==> src/rtl/int2flt_seq.sv <==
// int2flt_seq: sequential 16-bit signed integer to IEEE-754 half-precision converter.
// The operand is captured on an accepted start, its magnitude is normalized one bit
// per clock, then rounded and packed; a one-cycle done pulse marks the result.
// Optional feature macro: I2F_ROUND_EN
//   defined   -> round-to-nearest-even on the 10-bit mantissa
//   undefined -> truncation (guard/sticky discarded)
module int2flt_seq (
    input  logic        clk_i,
    input  logic        reset_i,
    input  logic        start_i,
    input  logic [15:0] int_i,
    output logic [15:0] flt_o,
    output logic        busy_o,
    output logic        done_o
);

    typedef enum logic [2:0] {
        IDLE  = 3'd0,
        LOAD  = 3'd1,
        NORM  = 3'd2,
        ROUND = 3'd3,
        DONE  = 3'd4
    } state_t;

    state_t      state_r;
    state_t      next_s;

    logic [15:0] op_r;
    logic        sign_r;
    logic [15:0] mag_r;
    logic [4:0]  exp_r;
    logic [15:0] flt_r;
    logic        busy_r;
    logic        done_r;

    logic [15:0] mag_s;
    logic [9:0]  mant_s;
    logic [4:0]  exp_rnd_s;

    // Magnitude of a two's-complement value; -32768 maps to 0x8000 without overflow.
    function automatic logic [15:0] abs16(input logic [15:0] v);
        abs16 = v[15] ? (~v + 16'd1) : v;
    endfunction

    // Round-to-nearest-even increment decision for a normalized magnitude.
    function automatic logic rne_inc(input logic [15:0] m);
        rne_inc = m[4] & ((|m[3:0]) | m[5]);
    endfunction

    // Magnitude of the captured operand, used while in LOAD.
    always_comb begin
        mag_s = abs16(op_r);
    end

    // Mantissa rounding / truncation and the exponent carry it may cause.
    always_comb begin
        mant_s    = mag_r[14:5];
        exp_rnd_s = exp_r;
`ifdef I2F_ROUND_EN
        if (rne_inc(mag_r)) begin
            if (mag_r[14:5] == 10'h3FF) begin
                mant_s    = 10'd0;
                exp_rnd_s = exp_r + 5'd1;
            end else begin
                mant_s    = mag_r[14:5] + 10'd1;
                exp_rnd_s = exp_r;
            end
        end else begin
            mant_s    = mag_r[14:5];
            exp_rnd_s = exp_r;
        end
`else
        mant_s    = mag_r[14:5];
        exp_rnd_s = exp_r;
`endif
    end

    // Next-state logic; a normalized magnitude skips NORM entirely.
    always_comb begin
        next_s = state_r;
        case (state_r)
            IDLE: begin
                if (start_i) begin
                    next_s = LOAD;
                end else begin
                    next_s = IDLE;
                end
            end
            LOAD: begin
                if (mag_s == 16'd0) begin
                    next_s = DONE;
                end else if (mag_s[15]) begin
                    next_s = ROUND;
                end else begin
                    next_s = NORM;
                end
            end
            NORM: begin
                // Look ahead at the bit that becomes the MSB after this shift.
                if (mag_r[14]) begin
                    next_s = ROUND;
                end else begin
                    next_s = NORM;
                end
            end
            ROUND:   next_s = DONE;
            DONE:    next_s = IDLE;
            default: next_s = IDLE;
        endcase
    end

    // State register.
    always_ff @(posedge clk_i or posedge reset_i) begin
        if (reset_i) begin
            state_r <= IDLE;
        end else begin
            state_r <= next_s;
        end
    end

    // Datapath: operand capture, normalization shifts and result packing.
    always_ff @(posedge clk_i or posedge reset_i) begin
        if (reset_i) begin
            op_r   <= 16'd0;
            sign_r <= 1'b0;
            mag_r  <= 16'd0;
            exp_r  <= 5'd0;
            flt_r  <= 16'd0;
        end else begin
            case (state_r)
                IDLE: begin
                    if (start_i) begin
                        op_r <= int_i;
                    end
                end
                LOAD: begin
                    sign_r <= op_r[15];
                    mag_r  <= mag_s;
                    exp_r  <= 5'd30;
                    if (mag_s == 16'd0) begin
                        flt_r <= 16'h0000;
                    end
                end
                NORM: begin
                    mag_r <= {mag_r[14:0], 1'b0};
                    exp_r <= exp_r - 5'd1;
                end
                ROUND: begin
                    flt_r <= {sign_r, exp_rnd_s, mant_s};
                end
                default: begin
                    op_r <= op_r;
                end
            endcase
        end
    end

    // Registered status outputs, derived from the state being entered.
    always_ff @(posedge clk_i or posedge reset_i) begin
        if (reset_i) begin
            busy_r <= 1'b0;
            done_r <= 1'b0;
        end else begin
            busy_r <= (next_s == LOAD) || (next_s == NORM) || (next_s == ROUND);
            done_r <= (next_s == DONE);
        end
    end

    assign flt_o  = flt_r;
    assign busy_o = busy_r;
    assign done_o = done_r;

endmodule
==> config.mk <==
export PLATFORM = sky130hd
export DESIGN_NAME = int2flt_seq
export DESIGN_NICKNAME = d
export VERILOG_FILES = /design/src/rtl/int2flt_seq.sv
export SDC_FILE = /design/constraint.sdc
export NUM_CORES = 1
export LEC_CHECK = 0
export BUFFER_PORTS_ARGS = -buffer_cell sky130_fd_sc_hd__buf_2
export CELL_PAD_IN_SITES_DETAIL_PLACEMENT = 0
export CELL_PAD_IN_SITES_GLOBAL_PLACEMENT = 2
export CORE_MARGIN = 10
export CORE_UTILIZATION = 38
export CTS_BUF_LIST = sky130_fd_sc_hd__clkbuf_8
export DETAILED_ROUTE_END_ITERATION = 8
export GPL_ROUTABILITY_DRIVEN = 0
export GPL_TIMING_DRIVEN = 0
export PLACE_DENSITY = 0.85
export SYNTH_ARGS = -nofsm -noshare
export SYNTH_HDL_FRONTEND = slang
export SYNTH_SLANG_ARGS = --single-unit
export TNS_END_PERCENT = 1
==> constraint.sdc <==
create_clock -name clk_i -period 3.05 [get_ports clk_i]
set_clock_uncertainty 0.2 [all_clocks]
set_input_delay 0.305 -clock clk_i [delete_from_list [all_inputs] [get_ports clk_i]]
set_output_delay 0.305 -clock clk_i [all_outputs]
set_load 0.01 [all_outputs]
# ---- Word level (Yosys, flattened, before mapping)
# Index checks and enable logic that the tools add are counted.
dict set report word_totals {
  in_bits 19
  out_inout_bits 18
  reg_bits 58
}
dict set report classes {
  n_addsub 2
  n_bitwise 1
  reduce_logical 8
  muxes 10
  eq_ne 8
}
# op n
set ops {}
lappend ops {{2-to-1 mux 16 bit} 2}
lappend ops {{case mux 16 bit (2 select lines)} 1}
lappend ops {{case mux 15 bit (2 select lines)} 1}
lappend ops {{adder 16 x 1 -> 16 bit, second input constant} 1}
lappend ops {{logical NOT 16 bit} 1}
lappend ops {{inverter 16 bit} 1}
lappend ops {{equality test 3 x 2 -> 1 bit, second input constant} 4}
lappend ops {{case mux 3 bit (4 select lines)} 1}
lappend ops {{case mux 5 bit (2 select lines)} 1}
lappend ops {{equality test 3 x 1 -> 1 bit, second input constant} 2}
lappend ops {{subtractor 5 x 1 -> 5 bit, second input constant} 1}
lappend ops {{AND reduction 2 bit} 2}
lappend ops {{nonzero test 2 bit} 2}
lappend ops {{equality test 3 bit, second input constant} 1}
lappend ops {{logical NOT 3 bit} 1}
lappend ops {{2-to-1 mux 1 bit} 3}
lappend ops {{2-to-1 mux 3 bit} 1}
lappend ops {{logical OR 1 bit} 2}
lappend ops {{!= test 2 bit, second input constant} 1}

# ---- Logic depth before layout (Yosys ltp)
dict set report logic_depth {
  ltp_word 9
  ltp_mapped 9
}

# ---- Worst setup path before layout
# No wires, ideal clock.
dict set report synth_timing {
  path_kind {register to register}
  start {reg op_r[2]}
  end {reg done_r, in the netlist done_o}
  slack_ns 0.477
  period_less_slack_ns 2.573
  stages_incl_launch_ff 10
  arrival_ns 2.254
  required_ns 2.731
  setup_ns 0.119
  cell_sequence {dfrtp_1 > buf_2 > or4_4 > or3_1 > buf_2 > a41o_1 > o2111ai_1 > nor3_2 > buf_6 > o21ba_2}
}
dict set report synth_via {
  elab_chain_cells 7
  word_cells_on_any_way 8
}
# item line_no
set synth_rtl {}
lappend synth_rtl {{start, declared} 28} ;# logic [15:0] op_r;
lappend synth_rtl {{start signal, assigned} 133} ;# op_r <= int_i;
lappend synth_rtl {{start signal, assigned} 152} ;# op_r <= op_r;
lappend synth_rtl {{inverter 16 bit} 42} ;# abs16 = v[15] ? (~v + 16'd1) : v;
lappend synth_rtl {{adder 16 x 1 -> 16 bit} 42}
lappend synth_rtl {{2-to-1 mux 16 bit *} 42}
lappend synth_rtl {{logical NOT 16 bit / 2-to-1 mux 1 bit (equally long branches)} {90, 92}}
lappend synth_rtl {{2-to-1 mux 3 bit *} 90} ;# if (mag_s == 16'd0) begin
lappend synth_rtl {{case mux 3 bit (4 select lines) *} 81} ;# case (state_r)
lappend synth_rtl {{equality test 3 bit *} 165} ;# done_r <= (next_s == DONE);
lappend synth_rtl {{end signal, assigned} 165}
lappend synth_rtl {{end, declared} 34} ;# logic done_r;
# Every way passes the cells marked *; elsewhere a longest branch is shown, timed or not.
# A chain may end at the register's enable or synchronous reset.

# ---- Worst setup path in the final report
dict set report layout_timing {
  start {reg op_r[2]}
  end {reg flt_r[5], in the netlist flt_o[5]}
}
dict set report layout_via {
  elab_chain_cells 6
}
# item line_no
set layout_rtl {}
lappend layout_rtl {{inverter 16 bit} 42}
lappend layout_rtl {{adder 16 x 1 -> 16 bit} 42}
lappend layout_rtl {{2-to-1 mux 16 bit *} 42}
lappend layout_rtl {{logical NOT 16 bit *} 140} ;# if (mag_s == 16'd0) begin
lappend layout_rtl {{!= test 2 bit (no line) *} -}
lappend layout_rtl {{AND reduction 2 bit (no line) *} -}
lappend layout_rtl {{end signal, assigned} 149} ;# flt_r <= {sign_r, exp_rnd_s, mant_s};
lappend layout_rtl {{end, declared} 32} ;# logic [15:0] flt_r;
# Marks and branches as above.

==> results.cfg <==
[layout]
final_common_cell = dfrtp_1
final_cell_mix = dfrtp_1 (58), buf_2 (39), nand2_1 (30), a22oi_1 (29), o21ai_0 (22)
fin_nets = 385
final_cell_area_um2 = 3661
area_growth_pct = 23.67
drive_above_1_share = 0.2114
antennaDiodeCount = 0

[critical_path]
worstSetupStartpoint = op_r[2]
cp-end-kind = flip-flop
critPathCapture = flt_o[5]
cp-start-kind = flip-flop
critPathArrivalTime_ns = 2.88
cpMostUsedCell = buf_2
r2r_cells = 9
worstSetupPathType = flip-flop to flip-flop
path_cells = buf_2, or4_4, or3_1, buf_2, nor3_1, o2111ai_1, nor3_2, buf_4, o21ai_1
worstPathMaxFanout = 10
r2r_slack_ns = 0.19
max_stage_delay_ns = 0.54
reg2reg_to = flt_o[5]
cp_slowest_cell = or4_4
required_ns = 3.07
rr_startpoint = op_r[2]

[run]
cap_violations = 0

[route]
ant_nets = 0
drtIter0Drc = 132
drt_pass1_iterations = 5
drc = 0
avgRoutedWirePerCell_um = 15.73
viasPerCell = 5.348
wl_um = 7407
vias = 2519

[synthesis]
yosys_warnings = 0
synth_area_um2 = 2960
ys_seq_area_frac = 0.4903
synth_cell_types = 44
synth_cells = 300
syn_nets = 321
synth_seq_cells = 58
async_reset_ff_frac = 1.000
synth_top_flop_cell = dfrtp_1
synth.avg_cell_area_um2 = 9.868
synth_edf_count = 0

[timing]
period_needed_ns = 2.858
fin_setup_tns_ns = 0
slew_headroom = 0.3144
finalCritPeriodShare = 0.9369
maxClockFrequency_mhz = 349.9
setup_viol = 0
hold_viol = 0
worstMarginPinSlew_ns = 1.014
drv_slew = 0
rsz0062_at_grt = false

[power]
power_density_nw_per_um2 = 1081
leakagePower_nw = 1.511
ir_worst_vdd_mv = 0.4011

[clocking]
cts_tree = built
cts_buffers = 9
h-tree-depth = 3
cts.sink_count = 58
post_cts_buffers = 0
cts_root_buf = clkbuf_8
worst_skew_pair.late_latency_ns = 0.35
clk_pin_slew_ns = 0.07
ctsLongestPathBuffers = 2

[floorplan]
start_util = 0.3871
die_x_um = 108.3
rows = 32
die_h_um = 108.3
io_pins = 37
dieArea_um2 = 11720
core_area_um2 = 7647

[global_route]
grt_max_degree = 41
grt_pass1_wl_um = 12490
antenna_found_initial = 0
gr-total-overflow = 0
gr-usage-all-layers = 0.1324
grt_pass1_vias = 2451

[place]
dp_hpwl_um = 5256
portBuffers = 36
placed_cell_area_um2 = 3288

[hold_path]
worstHoldStart = int_i[5]
hold_class = primary input to flip-flop

[run_status]
status = completed
==> Yosys cell counts (6+ instances only) <==
library cell,instances,area (um2)
a21oi_1,6,30.03
nor2_1,8,30.03
nor3_1,8,40.04
nand2_1,30,112.6
nor4_1,7,43.79
o31ai_1,7,52.55
inv_1,8,30.03
dfrtp_1,58,1451
a22oi_1,29,217.7
xor2_1,7,61.31
clkbuf_1,21,78.83
o21ai_0,22,110.1
o21ai_1,18,90.09
mux2_2,12,135.1
==> registers in the layout, indices dropped and copies added, names as in the netlist <==
signal   flops
state_r      3
flt_o       16
op_r        16
sign_r       1
busy_o       1
done_o       1
exp_r        5
mag_r       15
==> through the flow <==
| step | power [mW] | hold slack (ns) | utilization | cells | setup WS (ns) |
|---|---|---|---|---|---|
| 2_1_floorplan | 2.696 | 0.2218 | - | 300 | 0.4771 |
| 3_3_place_gp | 3.168 | 0.2654 | 0.4274 | 438 | 0.1329 |
| 3_5_place_dp | 3.211 | 0.1300 | 0.4300 | 439 | 0.1285 |
| 4_1_cts | 3.973 | 0.001303 | 0.4777 | 471 | 0.1367 |
| 5_1_grt | 4.298 | 0.01901 | 0.4787 | 471 | 0.01841 |
| 6_report | 3.958 | 0.003727 | 0.4787 | 471 | 0.1924 |
==> cell type report <==
cell class / count / area (um2)
Fill cell: 745 / 3986
Sequential cell: 58 / 1451
Multi-Input combinational cell: 208 / 1373
Timing Repair Buffer: 53 / 360.3
Clock buffer: 11 / 151.4
Tap cell: 102 / 127.6
Buffer: 26 / 113.9
Clock inverter: 5 / 53.80
Inverter: 8 / 30.03
==> metal layers <==
metal,wire length (um),global-route usage,part of all wire
met5,0,0,0
met4,152,0.06215,0.021
met3,468,0.03510,0.063
met2,3136,0.1974,0.42
met1,3650,0.1751,0.49
==> worst min-delay path by stage <==
stage | to | slack [ns] | cells after the start
after global routing | op_r[5] | 0.02 | 2
after global placement | exp_r[4] | 0.27 | 1
after floorplan | op_r[0] | 0.22 | 2
after CTS | op_r[5] | 0.001 | 2
final | op_r[5] | 0.004 | 2
after detailed placement | flt_o[5] | 0.13 | 2
==> repair_timing <==
item	4_1_cts	5_1_grt
hold buffers	16	0
resized for setup	0	3
endpoints found under the hold margin	33	0
setup endpoints to repair	0	20
==> power by group <==
part           total [mW]  switching [mW]  internal (mW)  leakage [nW]
Sequential           1.39           0.279           1.11         0.665
Combinational        1.83            1.06          0.771         0.743
Clock               0.742           0.325          0.417         0.103
Total                3.96            1.66           2.30          1.51
==> critical path: cells and delay by family (launching register included) <==
family	cells	cell delay, ns
compound gates	2	0.28
buf+inv	3	0.57
flops	1	0.35
simple gates	4	1.35
==> cells by family (layout without fill, tap and decap cells) <==
logic type / after synthesis / after routing / synth area share
multiplexers: 13 / 13 / 0.04903
AO/OA/AOI/OAI: 101 / 101 / 0.2232
XOR/XNOR: 11 / 11 / 0.03254
flip-flops: 58 / 58 / 0.4903
adder cells (fa/ha/maj): 2 / 2 / 0.008452
AND/OR/NAND/NOR: 81 / 81 / 0.1484
buffers and inverters: 34 / 103 / 0.04818
(Power assumes the default switching activity.)
